[src/rtl/fifo_pkg.sv]
// -----------------------------------------------------------------------------
// fifo_pkg
//   Shared definitions for the flow-controlled FIFO bank and its supervising
//   FSM, so that both sides agree on default sizes and state encodings.
//
//   Contents:
//     FIFO_DATA_W / FIFO_DEPTH / FIFO_ADDR_W / FIFO_CNT_W
//                    default payload width, entry count, pointer width and
//                    occupancy/threshold width
//     fc_state_e     flow-control FSM state encoding
//     fifo_flags_t   registered occupancy flags of one channel
// -----------------------------------------------------------------------------
package fifo_pkg;

   localparam int FIFO_DATA_W = 6;
   localparam int FIFO_DEPTH  = 8;
   localparam int FIFO_ADDR_W = 3;
   localparam int FIFO_CNT_W  = 5;

   // Flow-control FSM states. The FSM latches umbral_empty/umbral_full while
   // in FC_INIT and holds them stable afterwards.
   typedef enum logic [2:0] {
      FC_IDLE  = 3'd0,
      FC_INIT  = 3'd1,
      FC_RUN   = 3'd2,
      FC_PAUSE = 3'd3,
      FC_DRAIN = 3'd4
   } fc_state_e;

   // Occupancy flags, all derived from the post-update count.
   typedef struct packed {
      logic empty;
      logic full;
      logic almost_empty;
      logic almost_full;
   } fifo_flags_t;

   localparam fifo_flags_t FIFO_FLAGS_RST = '{
      empty:        1'b1,
      full:         1'b0,
      almost_empty: 1'b1,
      almost_full:  1'b0
   };

endpackage : fifo_pkg

[src/rtl/fifo_umbral_mem_dp.sv]
// -----------------------------------------------------------------------------
// mem_dp
//   DEPTH x DATA_W storage with one write port and one registered read port.
//   The array itself is never reset; only the read register is cleared.
//
//   Ports:
//     clk    in   clock, rising edge
//     rst    in   synchronous active-high reset (read register only)
//     we     in   write enable
//     waddr  in   write address
//     wdata  in   write data
//     re     in   read enable; rdata updates on the same edge
//     raddr  in   read address
//     rdata  out  registered read data, holds when re is low
// -----------------------------------------------------------------------------
module mem_dp
   import fifo_pkg::*;
#(
   parameter int DATA_W = FIFO_DATA_W,
   parameter int DEPTH  = FIFO_DEPTH,
   parameter int ADDR_W = FIFO_ADDR_W
) (
   input  logic              clk,
   input  logic              rst,
   input  logic              we,
   input  logic [ADDR_W-1:0] waddr,
   input  logic [DATA_W-1:0] wdata,
   input  logic              re,
   input  logic [ADDR_W-1:0] raddr,
   output logic [DATA_W-1:0] rdata
);

   logic [DATA_W-1:0] mem_q [DEPTH];
   logic [DATA_W-1:0] rdata_q;

   always_ff @(posedge clk) begin
      if (we) begin
         mem_q[waddr] <= wdata;
      end
   end

   // A read and a write to the same address on one edge returns the old
   // word, which is what a pop at full with a simultaneous push needs.
   always_ff @(posedge clk) begin
      if (rst) begin
         rdata_q <= '0;
      end else if (re) begin
         rdata_q <= mem_q[raddr];
      end
   end

   assign rdata = rdata_q;

endmodule : mem_dp

[src/rtl/fifo_umbral.sv]
// -----------------------------------------------------------------------------
// fifo_umbral
//   Single-channel synchronous FIFO reporting occupancy to the flow-control
//   FSM: empty feeds the FSM's FIFO_empties vector, almost_empty/almost_full
//   are watermarks against the FSM's latched thresholds.
//
//   Ports:
//     clk, rst       clock (rising) and synchronous active-high reset
//     push, data_in  write request and data, captured on the same edge
//     pop            read request; data_out/valid_out follow one edge later
//     umbral_empty   almost-empty threshold (clamped to DEPTH)
//     umbral_full    almost-full threshold (clamped to DEPTH)
//     data_out       registered read data, holds when valid_out is low
//     valid_out      one-cycle strobe per accepted pop
//     empty, full    count == 0 / count == DEPTH
//     almost_empty   count <= umbral_empty
//     almost_full    count >= umbral_full
//     count          occupancy
//     err_overflow   sticky, a push was dropped
//     err_underflow  sticky, a pop was dropped
// -----------------------------------------------------------------------------
module fifo_umbral
   import fifo_pkg::*;
#(
   parameter int DATA_W = FIFO_DATA_W,
   parameter int DEPTH  = FIFO_DEPTH,
   parameter int ADDR_W = FIFO_ADDR_W,
   parameter int CNT_W  = FIFO_CNT_W
) (
   input  logic              clk,
   input  logic              rst,
   input  logic              push,
   input  logic [DATA_W-1:0] data_in,
   input  logic              pop,
   input  logic [CNT_W-1:0]  umbral_empty,
   input  logic [CNT_W-1:0]  umbral_full,
   output logic [DATA_W-1:0] data_out,
   output logic              valid_out,
   output logic              empty,
   output logic              full,
   output logic              almost_empty,
   output logic              almost_full,
   output logic [CNT_W-1:0]  count,
   output logic              err_overflow,
   output logic              err_underflow
);

   localparam logic [CNT_W-1:0] DEPTH_C = CNT_W'(DEPTH);

   logic [ADDR_W-1:0] wr_ptr_q, wr_ptr_d;
   logic [ADDR_W-1:0] rd_ptr_q, rd_ptr_d;
   logic [CNT_W-1:0]  count_q,  count_d;
   fifo_flags_t       flags_q,  flags_d;
   logic              valid_q,  valid_d;
   logic              err_ovf_q, err_ovf_d;
   logic              err_unf_q, err_unf_d;

   logic              push_acc;
   logic              pop_acc;
   logic [CNT_W-1:0]  thr_empty;
   logic [CNT_W-1:0]  thr_full;

   // Acceptance is decided from the registered flags. At full a pop is
   // always accepted (full implies non-empty), which frees the slot the
   // push needs. At empty the pop is dropped but the push still goes in.
   always_comb begin
      pop_acc  = pop && !flags_q.empty;
      push_acc = push && (!flags_q.full || pop);
   end

   // Thresholds above DEPTH behave as DEPTH.
   always_comb begin
      thr_empty = (umbral_empty > DEPTH_C) ? DEPTH_C : umbral_empty;
      thr_full  = (umbral_full  > DEPTH_C) ? DEPTH_C : umbral_full;
   end

   always_comb begin
      wr_ptr_d = wr_ptr_q;
      rd_ptr_d = rd_ptr_q;
      count_d  = count_q;

      if (push_acc) begin
         wr_ptr_d = wr_ptr_q + ADDR_W'(1);
      end
      if (pop_acc) begin
         rd_ptr_d = rd_ptr_q + ADDR_W'(1);
      end

      if (push_acc && !pop_acc) begin
         count_d = count_q + CNT_W'(1);
      end else if (pop_acc && !push_acc) begin
         count_d = count_q - CNT_W'(1);
      end
   end

   // Flags are computed from count_d so they land on the same edge as the
   // count they describe. Threshold inputs are sampled every edge, so a
   // threshold change shows up at the next edge even when idle.
   always_comb begin
      flags_d              = FIFO_FLAGS_RST;
      flags_d.empty        = (count_d == '0);
      flags_d.full         = (count_d == DEPTH_C);
      flags_d.almost_empty = (count_d <= thr_empty);
      flags_d.almost_full  = (count_d >= thr_full);
   end

   always_comb begin
      valid_d   = pop_acc;
      err_ovf_d = err_ovf_q | (push && !push_acc);
      err_unf_d = err_unf_q | (pop && !pop_acc);
   end

   always_ff @(posedge clk) begin
      if (rst) begin
         wr_ptr_q  <= '0;
         rd_ptr_q  <= '0;
         count_q   <= '0;
         flags_q   <= FIFO_FLAGS_RST;
         valid_q   <= 1'b0;
         err_ovf_q <= 1'b0;
         err_unf_q <= 1'b0;
      end else begin
         wr_ptr_q  <= wr_ptr_d;
         rd_ptr_q  <= rd_ptr_d;
         count_q   <= count_d;
         flags_q   <= flags_d;
         valid_q   <= valid_d;
         err_ovf_q <= err_ovf_d;
         err_unf_q <= err_unf_d;
      end
   end

   // Writes and reads are suppressed during reset so a push or pop in the
   // reset cycle has no effect.
   mem_dp #(
      .DATA_W (DATA_W),
      .DEPTH  (DEPTH),
      .ADDR_W (ADDR_W)
   ) u_mem (
      .clk   (clk),
      .rst   (rst),
      .we    (push_acc && !rst),
      .waddr (wr_ptr_q),
      .wdata (data_in),
      .re    (pop_acc && !rst),
      .raddr (rd_ptr_q),
      .rdata (data_out)
   );

   assign valid_out     = valid_q;
   assign empty         = flags_q.empty;
   assign full          = flags_q.full;
   assign almost_empty  = flags_q.almost_empty;
   assign almost_full   = flags_q.almost_full;
   assign count         = count_q;
   assign err_overflow  = err_ovf_q;
   assign err_underflow = err_unf_q;

endmodule : fifo_umbral

[config.mk]
export PLATFORM = sky130hd
export DESIGN_NAME = fifo_umbral
export DESIGN_NICKNAME = d
export VERILOG_FILES = /design/src/rtl/fifo_pkg.sv /design/src/rtl/fifo_umbral_mem_dp.sv /design/src/rtl/fifo_umbral.sv
export SDC_FILE = /design/constraint.sdc
export NUM_CORES = 1
export LEC_CHECK = 0
export ABC_AREA = 1
export CELL_PAD_IN_SITES_DETAIL_PLACEMENT = 1
export CELL_PAD_IN_SITES_GLOBAL_PLACEMENT = 2
export CORE_ASPECT_RATIO = 1.75
export CORE_UTILIZATION = 35
export DETAILED_ROUTE_END_ITERATION = 16
export PLACE_DENSITY = 0.8
export SLEW_MARGIN = 15
export SYNTH_ARGS = -nofsm -noshare
export SYNTH_HDL_FRONTEND = slang
export SYNTH_SLANG_ARGS = --single-unit
[constraint.sdc]
create_clock -name clk -period 2.4 [get_ports clk]
set_clock_uncertainty 0.15 [all_clocks]
set_input_delay 0.72 -clock clk [delete_from_list [all_inputs] [get_ports clk]]
set_output_delay 0.72 -clock clk [all_outputs]
set_load 0.005 [all_outputs]
Yosys cells after proc, flatten, opt, wreduce, memory -nomap -nowiden --
Memories as Yosys holds them, arrays and structs flattened. A register that Yosys moved wholly into a read port is not among the register bits. Index checks and enable logic that the tools add are counted. Widths: inputs -> output; s select.
Word-level totals: flip-flop bits (word level) 18, memory bits (writable) 48, bits of input ports 20, output and inout bits 18, word-level logic and storage cells 43, memories 1
Memory list:
- u_mem.mem_q | words 8, bits a word 6, read ports 1, clocked after Yosys merged registers in 1, write ports 1, RTL line fifo_umbral_mem_dp.sv:33 | logic [DATA_W-1:0] mem_q [DEPTH];
Cells by class: add/sub/neg operators 4, $lt $le $gt $ge 4, equality and inequality tests 1, multiplexer cells 6, bitwise operators 2, reductions and logical operators 15
Operator list (number):
- $mux 5 | 4
- $gt 5x4->1 const B | 2
- $logic_and 1x1->1 | 8
- $add 3x1->3 const B | 2
- $add 5x1->5 const B | 1
- $eq 5x4->1 const B | 1
- $ge 5x5->1 | 1
- $le 5x5->1 | 1
- $logic_not 1->1 | 5
- $logic_not 5->1 | 1
- $sub 5x1->5 const B | 1
- $mux 1 | 2
- $or 1x1->1 | 2
- $logic_or 1x1->1 | 1

Logic depth before layout (Yosys ltp) --
depth after elaboration 8, gate-level depth with buffers 14, mapped depth without buffers 14

Hierarchy --
A second synthesis with hierarchy kept.
Second synthesis, totals: cell total of the unflattened synthesis 392, area, all modules 3512.1 um^2
By module, submodules not included:
- mem_dp | times used 1, cells an instance 233, area each 2347.3 um^2, sequential area each 1561.5 um^2
- fifo_umbral | times used 1, cells an instance 159, area each 1164.9 um^2, sequential area each 360.3 um^2

Worst setup path after synthesis --
Ideal clock, no wire load.
path type input port to flip-flop, start point input pop, end point register flags_q, in the netlist almost_full, library setup time 0.126 ns, arrival 2.011 ns, required time 2.124 ns, path slack 0.113 ns, stages 13, buffers on the path 0, cell sequence nand2_4 nor2_1 nand3_1 nand2_1 nand2_1 nand2_1 nand2_1 inv_1 ha_1 a21oi_1 o221ai_1 a21oi_1 nor2_1
On the way: longest elaborated chain between the ends 7, elaborated cells between the ends (all ways) 10, those cells by class order compare: 1; mux: 2; reduce/logical: 7
RTL lines:
- from (decl) | RTL line fifo_umbral.sv:34 | input logic pop,
- $logic_or 1x1->1 | RTL line fifo_umbral.sv:68 | push_acc = push && (!flags_q.full || pop);
- $logic_and 1x1->1 | RTL line fifo_umbral.sv:68
- $logic_not 1->1 | RTL line fifo_umbral.sv:91 | end else if (pop_acc && !push_acc) begin
- $logic_and 1x1->1 | RTL line fifo_umbral.sv:91
- $mux 5 | RTL line fifo_umbral.sv:91
- $mux 5 * | RTL line fifo_umbral.sv:89 | if (push_acc && !pop_acc) begin
- via count_d[4] | RTL line fifo_umbral.sv:52 | logic [CNT_W-1:0] count_q, count_d;
- $ge 5x5->1 * | RTL line fifo_umbral.sv:104 | flags_d.almost_full = (count_d >= thr_full);
- to (signal assigned) | RTL line fifo_umbral.sv:126 | flags_q <= flags_d;
- to (decl) | RTL line fifo_umbral.sv:53 | fifo_flags_t flags_q, flags_d;
Mark *: on every way through the listed nets, which the timed path passes. The rest lies on a longest branch. A chain may end at the register's enable or synchronous reset.

Worst setup path in the final report --
start point input push, end point register flags_q, in the netlist almost_full
On the way: longest elaborated chain between the ends 6, elaborated cells between the ends (all ways) 7, those cells by class order compare: 1; mux: 2; reduce/logical: 4
RTL lines:
- from (decl) | RTL line fifo_umbral.sv:32 | input logic push,
- $logic_and 1x1->1 * | RTL line fifo_umbral.sv:68
- $logic_not 1->1 | RTL line fifo_umbral.sv:91
- $logic_and 1x1->1 | RTL line fifo_umbral.sv:91
- $mux 5 | RTL line fifo_umbral.sv:91
- $mux 5 * | RTL line fifo_umbral.sv:89
- via count_d[4] | RTL line fifo_umbral.sv:52
- $ge 5x5->1 * | RTL line fifo_umbral.sv:104
Marked as above.

==> qor.yml <==
synth_area_per_cell_sq_um: 9.84
drv.max_cap_violation_count: 0
number_of_buffers_inserted_by_post_cts_setup_repair: 0
synth-seq-area-share_pct: 59.4
min-delay-path-class: "register to register"
worst_ep_arrival_ns: 2.37
floorplan.core_area_sq_mm: 0.00904
r2r-start: "count[1]$_SDFF_PP0_"
clock_sink_count: 72
finalHoldWorstSlack_ns: 0.327
post-route-drc-count: 1
drt_wl_total_microns: 8620
worstHoldPathCells: 1
cts_htree_levels: 3
finalMaxSlewViolations: 0
setup.worst_path.end_class: "register"
drt-initial-drc-count: 148
seqCellArea_sq_mm: 0.00192
tritoncts.num_buffers: 9
timing.reg2reg.worst_path_depth: 12
vdd_ir_drop_max_v: 0.000339
number_of_antenna_violations_at_the_first_check_in_global_routing: 0
drive_gt1_share_pct: 16.9
list_of_most_frequent_post_synthesis_cells: "sky130_fd_sc_hd__nor2_1, sky130_fd_sc_hd__edfxtp_1, sky130_fd_sc_hd__o21ai_0"
final_net_count: 432
post-synth-top-area-cell: "sky130_fd_sc_hd__edfxtp_1"
detailed_place_hpwl_microns: 6510
syn_to_final_growth_pct: 31.9
worstSetupStartpoint: "push"
clock_tree_from_tritoncts: "built"
post-synth-top-count-cell: "sky130_fd_sc_hd__nor2_1"
globalplace.congestion: 0.848
clock.fmax_ghz: 0.436
clk-insertion-delay-late_ns: 0.33
gr-total-overflow: 0
rsz0062_at_grt: "true"
critical_path_peak_fanout: 6
min_period_over_period_pct: 95.5
final-hold-violation-count: 0
layout.filler_cells: 1037
critical_path.endpoint: "almost_full$_SDFF_PP0_"
detail_route.first_pass.iterations: 10
mappedNetlistArea_sq_mm: 0.00324
grtUsageTotal_pct: 19.9
dr_total_vias: 2566
max_incr_delay_on_cp_ns: 0.26
ant_nets: 0
regToRegSetupSlack_ns: 0.15
timing.critical_path.mode_cell: "sky130_fd_sc_hd__nand2_1"
leakage_uw: 0.00165
ioPinCount: 38
post_drt_via_cell_ratio: 4.91
post_synth_main_area_contributors: "sky130_fd_sc_hd__edfxtp_1, sky130_fd_sc_hd__dfxtp_1, sky130_fd_sc_hd__nor2_1, sky130_fd_sc_hd__o21ai_0, sky130_fd_sc_hd__ha_1"
yosysTopAreaCellShare_pct: 44.5
setup_viol: 0
worstSetupStartpointType: "primary input"
fin_tns_setup_ns: 0
critical-path-slowest-cell: "sky130_fd_sc_hd__clkdlybuf4s15_1"
global_route_wire_length_before_repair_microns: 13800
grt_max_degree: 27
cts.hold.buffers_added: 0
fp.dieW_microns: 74.7
failed_checks: "design-rule violations"
yosys_warnings: 0
cell_at_the_root_of_the_clock_tree: "sky130_fd_sc_hd__clkbuf_16"
postSynth.topFlopCell: "sky130_fd_sc_hd__edfxtp_1"
initial_core_util_pct: 35.8
placement.io_buffers: 37
asyncSetResetFlopFracSynth_pct: 0
power_density_mw_per_mm2: 728
routedWlPerCell_microns: 16.5
total_die_area_sq_mm: 0.00966
placement_rows: 46
ys_types: 29
worst_r2r_endpoint: "almost_full$_SDFF_PP0_"
num_antenna_cells: 0
die_h_microns: 129
cts.path.max_buffers: 2
number_of_enable_flip_flop_cells_after_synthesis: 48
multi_input_area_sq_mm: 0.00123
ys_ff_latch: 72
crit_chain: "clkdlybuf4s15_1 -> buf_4 -> nand3_4 -> nand2_1 -> nand2_1 -> nand2_1 -> nand2_1 -> inv_1 -> ha_4 -> a21oi_2 -> o221ai_1 -> a21oi_1 -> nor2_1"
clk_transition_reported_paths_ns: 0.05
first_global_vias: 2794
worstSetupPathType: "primary input to register"
shortest_clock_period_the_worst_path_allows_after_layout_ns: 2.29
critical_path_required_ns: 2.47
netlist_instances: 329
outcome: "complete, but fails checks"
## layout by cell type, fill, tap and decap left out, types with 2 or more instances in the layout
cell type / count
sky130_fd_sc_hd__a21oi_1: 16
sky130_fd_sc_hd__a21oi_2: 2
sky130_fd_sc_hd__buf_4: 30
sky130_fd_sc_hd__clkbuf_1: 2
sky130_fd_sc_hd__clkbuf_16: 9
sky130_fd_sc_hd__clkdlybuf4s50_1: 35
sky130_fd_sc_hd__clkinv_2: 3
sky130_fd_sc_hd__conb_1: 2
sky130_fd_sc_hd__dfxtp_1: 22
sky130_fd_sc_hd__dfxtp_2: 2
sky130_fd_sc_hd__edfxtp_1: 48
sky130_fd_sc_hd__ha_1: 12
sky130_fd_sc_hd__ha_4: 2
sky130_fd_sc_hd__inv_1: 19
sky130_fd_sc_hd__inv_2: 4
sky130_fd_sc_hd__nand2_1: 39
sky130_fd_sc_hd__nand2_2: 4
sky130_fd_sc_hd__nand2_4: 2
sky130_fd_sc_hd__nand3_1: 9
sky130_fd_sc_hd__nand4_1: 2
sky130_fd_sc_hd__nor2_1: 59
sky130_fd_sc_hd__nor2_2: 2
sky130_fd_sc_hd__nor3_1: 5
sky130_fd_sc_hd__nor3b_1: 2
sky130_fd_sc_hd__nor4_1: 2
sky130_fd_sc_hd__o211ai_1: 7
sky130_fd_sc_hd__o21ai_0: 42
sky130_fd_sc_hd__o21ai_1: 6
sky130_fd_sc_hd__o221ai_1: 2
## kinds of logic after synthesis
kind of cell,Yosys count,synth area share (%)
other cells,1,0.116
xor+xnor,1,0.271
buf+inv,34,4.10
flops,72,59.4
compound gates,77,13.0
simple gates,130,17.8
fa+ha+maj,14,5.41
## stage by stage
| stage | worst slack, ns | total power [uW] | cells | util [%] | cell area (sq um) |
|---|---|---|---|---|---|
| floorplan | 0.113 | 1670 | 330 | - | 3240 |
| detailed placement | -0.626 | 1920 | 507 | 43.8 | 3960 |
| CTS | 0.00157 | 3130 | 523 | 46.9 | 4240 |
| global route | -0.0105 | 3260 | 523 | 47.3 | 4270 |
| global placement | -0.548 | 1910 | 507 | 43.8 | 3960 |
| finish | 0.107 | 3110 | 523 | 47.3 | 4270 |
## state kept, by name, indices dropped and copies added (netlist names)
name / count
count: 5
u_mem.rdata: 6
wr_ptr_q: 3
rd_ptr_q: 3
almost_empty: 1
valid_out: 1
full: 1
err_underflow: 1
empty: 1
u_mem.mem_q: 48
err_overflow: 1
almost_full: 1
## layer usage
metal | vias to the layer above | part of all wire (%) | wire length (microns) | track usage, %
met5 | - | 0 | 0 | 0
met2 | 38 | 59 | 5080 | 37.8
met1 | 1240 | 36 | 3130 | 20.3
li1 | 1275 | - | - | -
met4 | 0 | 2.0 | 170 | 7.33
met3 | 13 | 2.9 | 247 | 4.43
## where the power goes
part           internal (uW)  switching (uW)  leakage (uW)
clock network            722             481      0.000132
logic                    230             278      0.000881
registers               1370            31.8      0.000632
## worst max-delay path: cells and delay by family
family                   cells  cell delay [ns]
AO/OA/AOI/OAI                3             0.40
adder cells (fa/ha/maj)      1             0.24
buffers and inverters        3             0.56
AND/OR/NAND/NOR              6             0.46
## area by class of cell
class | count | share of cell area, %
flip-flops and latches | 72 | 45.0
repair buffers | 68 | 14.3
clock inverters | 4 | 0.527
multi-input cells | 224 | 28.8
inverters | 23 | 2.02
clock buffers | 12 | 5.77
well taps | 120 | 3.51
## worst min path at each step
| stage | from | endpoint | slack, ns |
|---|---|---|---|
| 6_report | err_overflow$_SDFF_PP0_ | err_overflow$_SDFF_PP0_ | 0.33 |
| 5_1_grt | err_overflow$_SDFF_PP0_ | err_overflow$_SDFF_PP0_ | 0.35 |
| 4_1_cts | err_underflow$_SDFF_PP0_ | err_underflow$_SDFF_PP0_ | 0.34 |
| 3_5_place_dp | err_underflow$_SDFF_PP0_ | err_underflow$_SDFF_PP0_ | 0.32 |
| 3_3_place_gp | err_underflow$_SDFF_PP0_ | err_underflow$_SDFF_PP0_ | 0.31 |
| 2_1_floorplan | err_underflow$_SDFF_PP0_ | err_underflow$_SDFF_PP0_ | 0.31 |
## timing repair
item,4_1_cts,5_1_grt
cloned,0,0
resized for setup,4,10
endpoints found under the setup margin,51,2
(Power assumes the default switching activity.)
==> variant 1 (config.mk and constraints unchanged) <==
Set the package constant `FIFO_ADDR_W` to 4 (it was 3).
--- a/src/rtl/fifo_pkg.sv
+++ b/src/rtl/fifo_pkg.sv
@@ -15,5 +15,5 @@
    localparam int FIFO_DATA_W = 6;
    localparam int FIFO_DEPTH  = 8;
-   localparam int FIFO_ADDR_W = 3;
+   localparam int FIFO_ADDR_W = 4;
    localparam int FIFO_CNT_W  = 5;
 
Formal check against the unedited RTL: no difference found for any inputs over 10 cycles, from zero or initial values and one cycle with rst high; that may be too few to reach the edited logic, so the function may still have changed.
==> variant 1 against the original RTL <==
- die area is 0.15% lower
- worst setup slack lost 0.049 ns
- final area grew 0.64%
- sequential cell count unchanged
- core utilization is 0.30 points higher
- power rose by 1.9%
- routed wire length increased by 0.73%
- synthesized area down 0.15%
- combinational power increased by 13%
- critical path type is now register to output port
- highest routed layer unchanged
==> variant 1: results (changes against the original RTL) <==
Synthesis
  – Post-Synth XOR/XNOR Area: 0% (-0.27 points)
  – Commonest cells post-synth: sky130_fd_sc_hd__nor2_1 (61), sky130_fd_sc_hd__edfxtp_1 (48), sky130_fd_sc_hd__o21ai_0 (41), sky130_fd_sc_hd__nand2_1 (40), sky130_fd_sc_hd__dfxtp_1 (24)
  – Mean post-synth cell area: 9.768 um2 (-0.76%)
  – Cell types occupying the most area after synthesis: sky130_fd_sc_hd__edfxtp_1 (45%), sky130_fd_sc_hd__dfxtp_1 (15%), sky130_fd_sc_hd__nor2_1 (7.1%)

Cells and area
  – Sequential share of cell area: 44.82% (-0.23 points)
  – Multi-In Gates: 226 (+0.89%)
  – Fraction of layout cells with a size suffix above 1: 18.25% (+1.4 points)
  – Final core area utilization: 47.58% (+0.30 points)
  – Non-filler cells, final: 531 (+1.5%)
  – Number of fill cells in the layout: 1059 (+2.1%)
  – Total number of nets in the final design: 440 (+1.9%)

Setup path
  – Arrival time at the worst endpoint: 1.47 ns (-0.90 ns)
  – Reg-to-reg slack, setup: 0.18 ns (+0.03 ns)
  – Cell depth of the worst flop-to-flop path: 13 (+1)
  – Worst R2R Start: count[0]
  – Delay contributed by the slowest stage of the critical path: 0.50 ns (+0.24 ns)

Status
  – Result of the run: complete, no violations

Place
  – Place WS: -0.6325 ns (-0.006792 ns)
  – Standard cell area after detailed placement: 3970 um2 (+0.22%)
  – Number of cells after detailed placement: 513 (+1.2%)

GRT
  – Global routing usage on met2: 38.74% (+0.90 points)
  – Global-route wire length before repair: 13.89 mm (+0.55%)
  – Vias in the first global route: 2789 (-0.18%)
  – Met3 track demand over resource: 4.588% (+0.16 points)

Detailed routing
  – Length of the first detailed-routing pass in iterations: 4 (-6)

Power and ir drop
  – Reported combinational group power: 0.571 mW (+13%)
  – Cell leakage power: 1.643 nW (-0.13%)

Floorplan
  – Die area: 9641 um2 (-0.15%)
==> variant 1: changes by cell type after synthesis, sizes merged <==
| cell | unedited run | this run |
|---|---|---|
| a21oi | 19 | 20 |
| buf | 4 | 6 |
| clkbuf | 7 | 5 |
| nand2 | 45 | 44 |
| nand3 | 11 | 12 |
| nor2 | 62 | 64 |
| o21ai | 48 | 49 |
| or2 | 1 | 0 |
| xor2 | 1 | 0 |
==> variant 1: worst max path at each step <==
| stage | from | to | slack [ns] | depth (start not counted) |
|---|---|---|---|---|
| 4_1_cts | count[2] | count[2] | 0.03 | 2 |
| 5_1_grt | count[2] | count[2] | 0.01 | 2 |
| 3_3_place_gp | pop | almost_full | -0.63 | 12 |
| 3_5_place_dp | pop | almost_full | -0.63 | 12 |
| 6_report | count[2] | count[2] | 0.06 | 2 |
| 2_1_floorplan | pop | almost_full | 0.11 | 13 |
==> variant 1: repair_timing <==
action,in CTS,in global routing
setup buffers,2,0
gates resized for setup,7,11
pin swaps,2,0
endpoints found under the setup margin,8,2
==> variant 2 (same flow settings) <==
Made on the original files. Register the output `count` once more, without a reset; this adds one clock of latency there. The other outputs are not delayed to match.
--- a/src/rtl/fifo_umbral.sv
+++ b/src/rtl/fifo_umbral.sv
@@ -153,5 +153,7 @@
    assign almost_empty  = flags_q.almost_empty;
    assign almost_full   = flags_q.almost_full;
-   assign count         = count_q;
+   always_ff @(posedge clk) begin
+      count <= count_q;
+   end
    assign err_overflow  = err_ovf_q;
    assign err_underflow = err_unf_q;
Check against the original RTL: not equivalent (a bounded check fails within 4 cycles, from zero or initial values and one cycle with rst high).
==> variant 2 against the original RTL <==
- worst setup slack improved by 0.063 ns
- global-route usage increased by 0.28 points
- sequential power grew 7%
- highest routed layer unchanged
- power rose by 12%
- die area increased by 2.3%
- final area rose by 2.6%
- sequential cell count up 5
- synthesized area increased by 2.3%
- synthesized cell count is 0.91% lower
- routed wire length is 4.3% higher
- sequential share of layout area grew 1.2 points
==> variant 2: results (changes against the original RTL) <==
Status
  – Result of the run: complete, no violations

Cells and area
  – Fraction of area in multi-input gates: 26.76% (-2.1 points)
  – Number of fill cells in the layout: 1025 (-1.2%)
  – Relative area of clock buffers and inverters in the final design: 7.767% (+1.5 points)
  – Fraction of layout cells with a size suffix above 1: 16.38% (-0.50 points)
  – Layout clock buffers: 13 (+1)
  – Sequential share of cell area: 46.20% (+1.2 points)
  – Non-clk buf share: 13.79% (-0.50 points)

Setup path
  – Critical path launch point: pop
  – Endpoint of the worst setup timing path: almost_empty
  – Critical Path Slowest Stage Cell: sky130_fd_sc_hd__ha_1
  – Endpoint of the most critical register-to-register path: almost_empty
  – Worst R2R Start: count_q[0]
  – Arrival time at the worst endpoint: 2.29 ns (-0.08 ns)
  – Cell depth of the worst flop-to-flop path: 13 (+1)

Hold path
  – Number of instances on the worst hold path: 0 (-1)
  – Hold Startpoint: count_q[4]

Place
  – Final weighted congestion of routability-driven global placement: 0.8228 (-2.9%)

Synthesis
  – Count of cell types in the netlist: 30 (+3.4%)
  – Mapped Cells: 326 (-0.91%)
  – Register bit count reported by yosys: 77 (+6.9%)
  – Cell types occupying the most area after synthesis: sky130_fd_sc_hd__edfxtp_1 (44%), sky130_fd_sc_hd__dfxtp_1 (18%), sky130_fd_sc_hd__o21ai_0 (6.0%)

STA
  – Final critical path time including I/O delays and setup: 2.230 ns (-0.06252 ns)

Detailed routing
  – Initial detailed-routing violation count: 111 (-25%)
  – Met3 wirelength from detailed routing: 187 um (-24%)
  – Number of vias in the routed layout: 2671 (+4.1%)
  – Length of the first detailed-routing pass in iterations: 4 (-6)
  – Average wire per standard cell: 17.20 um (+4.3%)
  – Wire length on met1: 3.164 mm (+1.1%)

GRT
  – Met3 track demand over resource: 3.221% (-1.2 points)
  – Overall track demand over capacity in global routing: 20.15% (+0.28 points)
  – Met1 usage: 18.99% (-1.3 points)
  – Vias in the first global route: 2876 (+2.9%)
  – Global routing usage on met2: 39.02% (+1.2 points)

Floorplan
  – Total core area: 9151 um2 (+1.3%)

Power and ir drop
  – Net switching share of the total power: 24.08% (-1.3 points)
variant 2: cell count changes after synthesis, sizes merged, moves of 3 or more:
cell,before,now
o22ai,0,6
dfxtp,24,29
o21ai,48,42
buf,4,1
nor2,62,54
variant 2: cell families after synthesis:
| logic type | Yosys count | share of synthesized area [%] |
|---|---|---|
| simple gates | 122 | 16.46 |
| compound gates | 78 | 13.07 |
| flops | 77 | 61.03 |
| buf+inv | 33 | 3.776 |
| fa+ha+maj | 14 | 5.287 |
| xor+xnor | 1 | 0.2644 |
| other cells | 1 | 0.1132 |
variant 2: repair_timing:
action,CTS,global route
endpoints found under the setup margin,51,8
pin swaps,0,0
resized for setup,6,4
variant 2: power by group through the flow:
stage | Combinational, mW | Sequential [mW] | Clock (mW)
2_1_floorplan | 0.249 | 1.52 | 0
3_3_place_gp | 0.486 | 1.52 | 0
3_5_place_dp | 0.501 | 1.52 | 0
4_1_cts | 0.507 | 1.50 | 1.52
5_1_grt | 0.557 | 1.50 | 1.57
6_report | 0.495 | 1.50 | 1.50
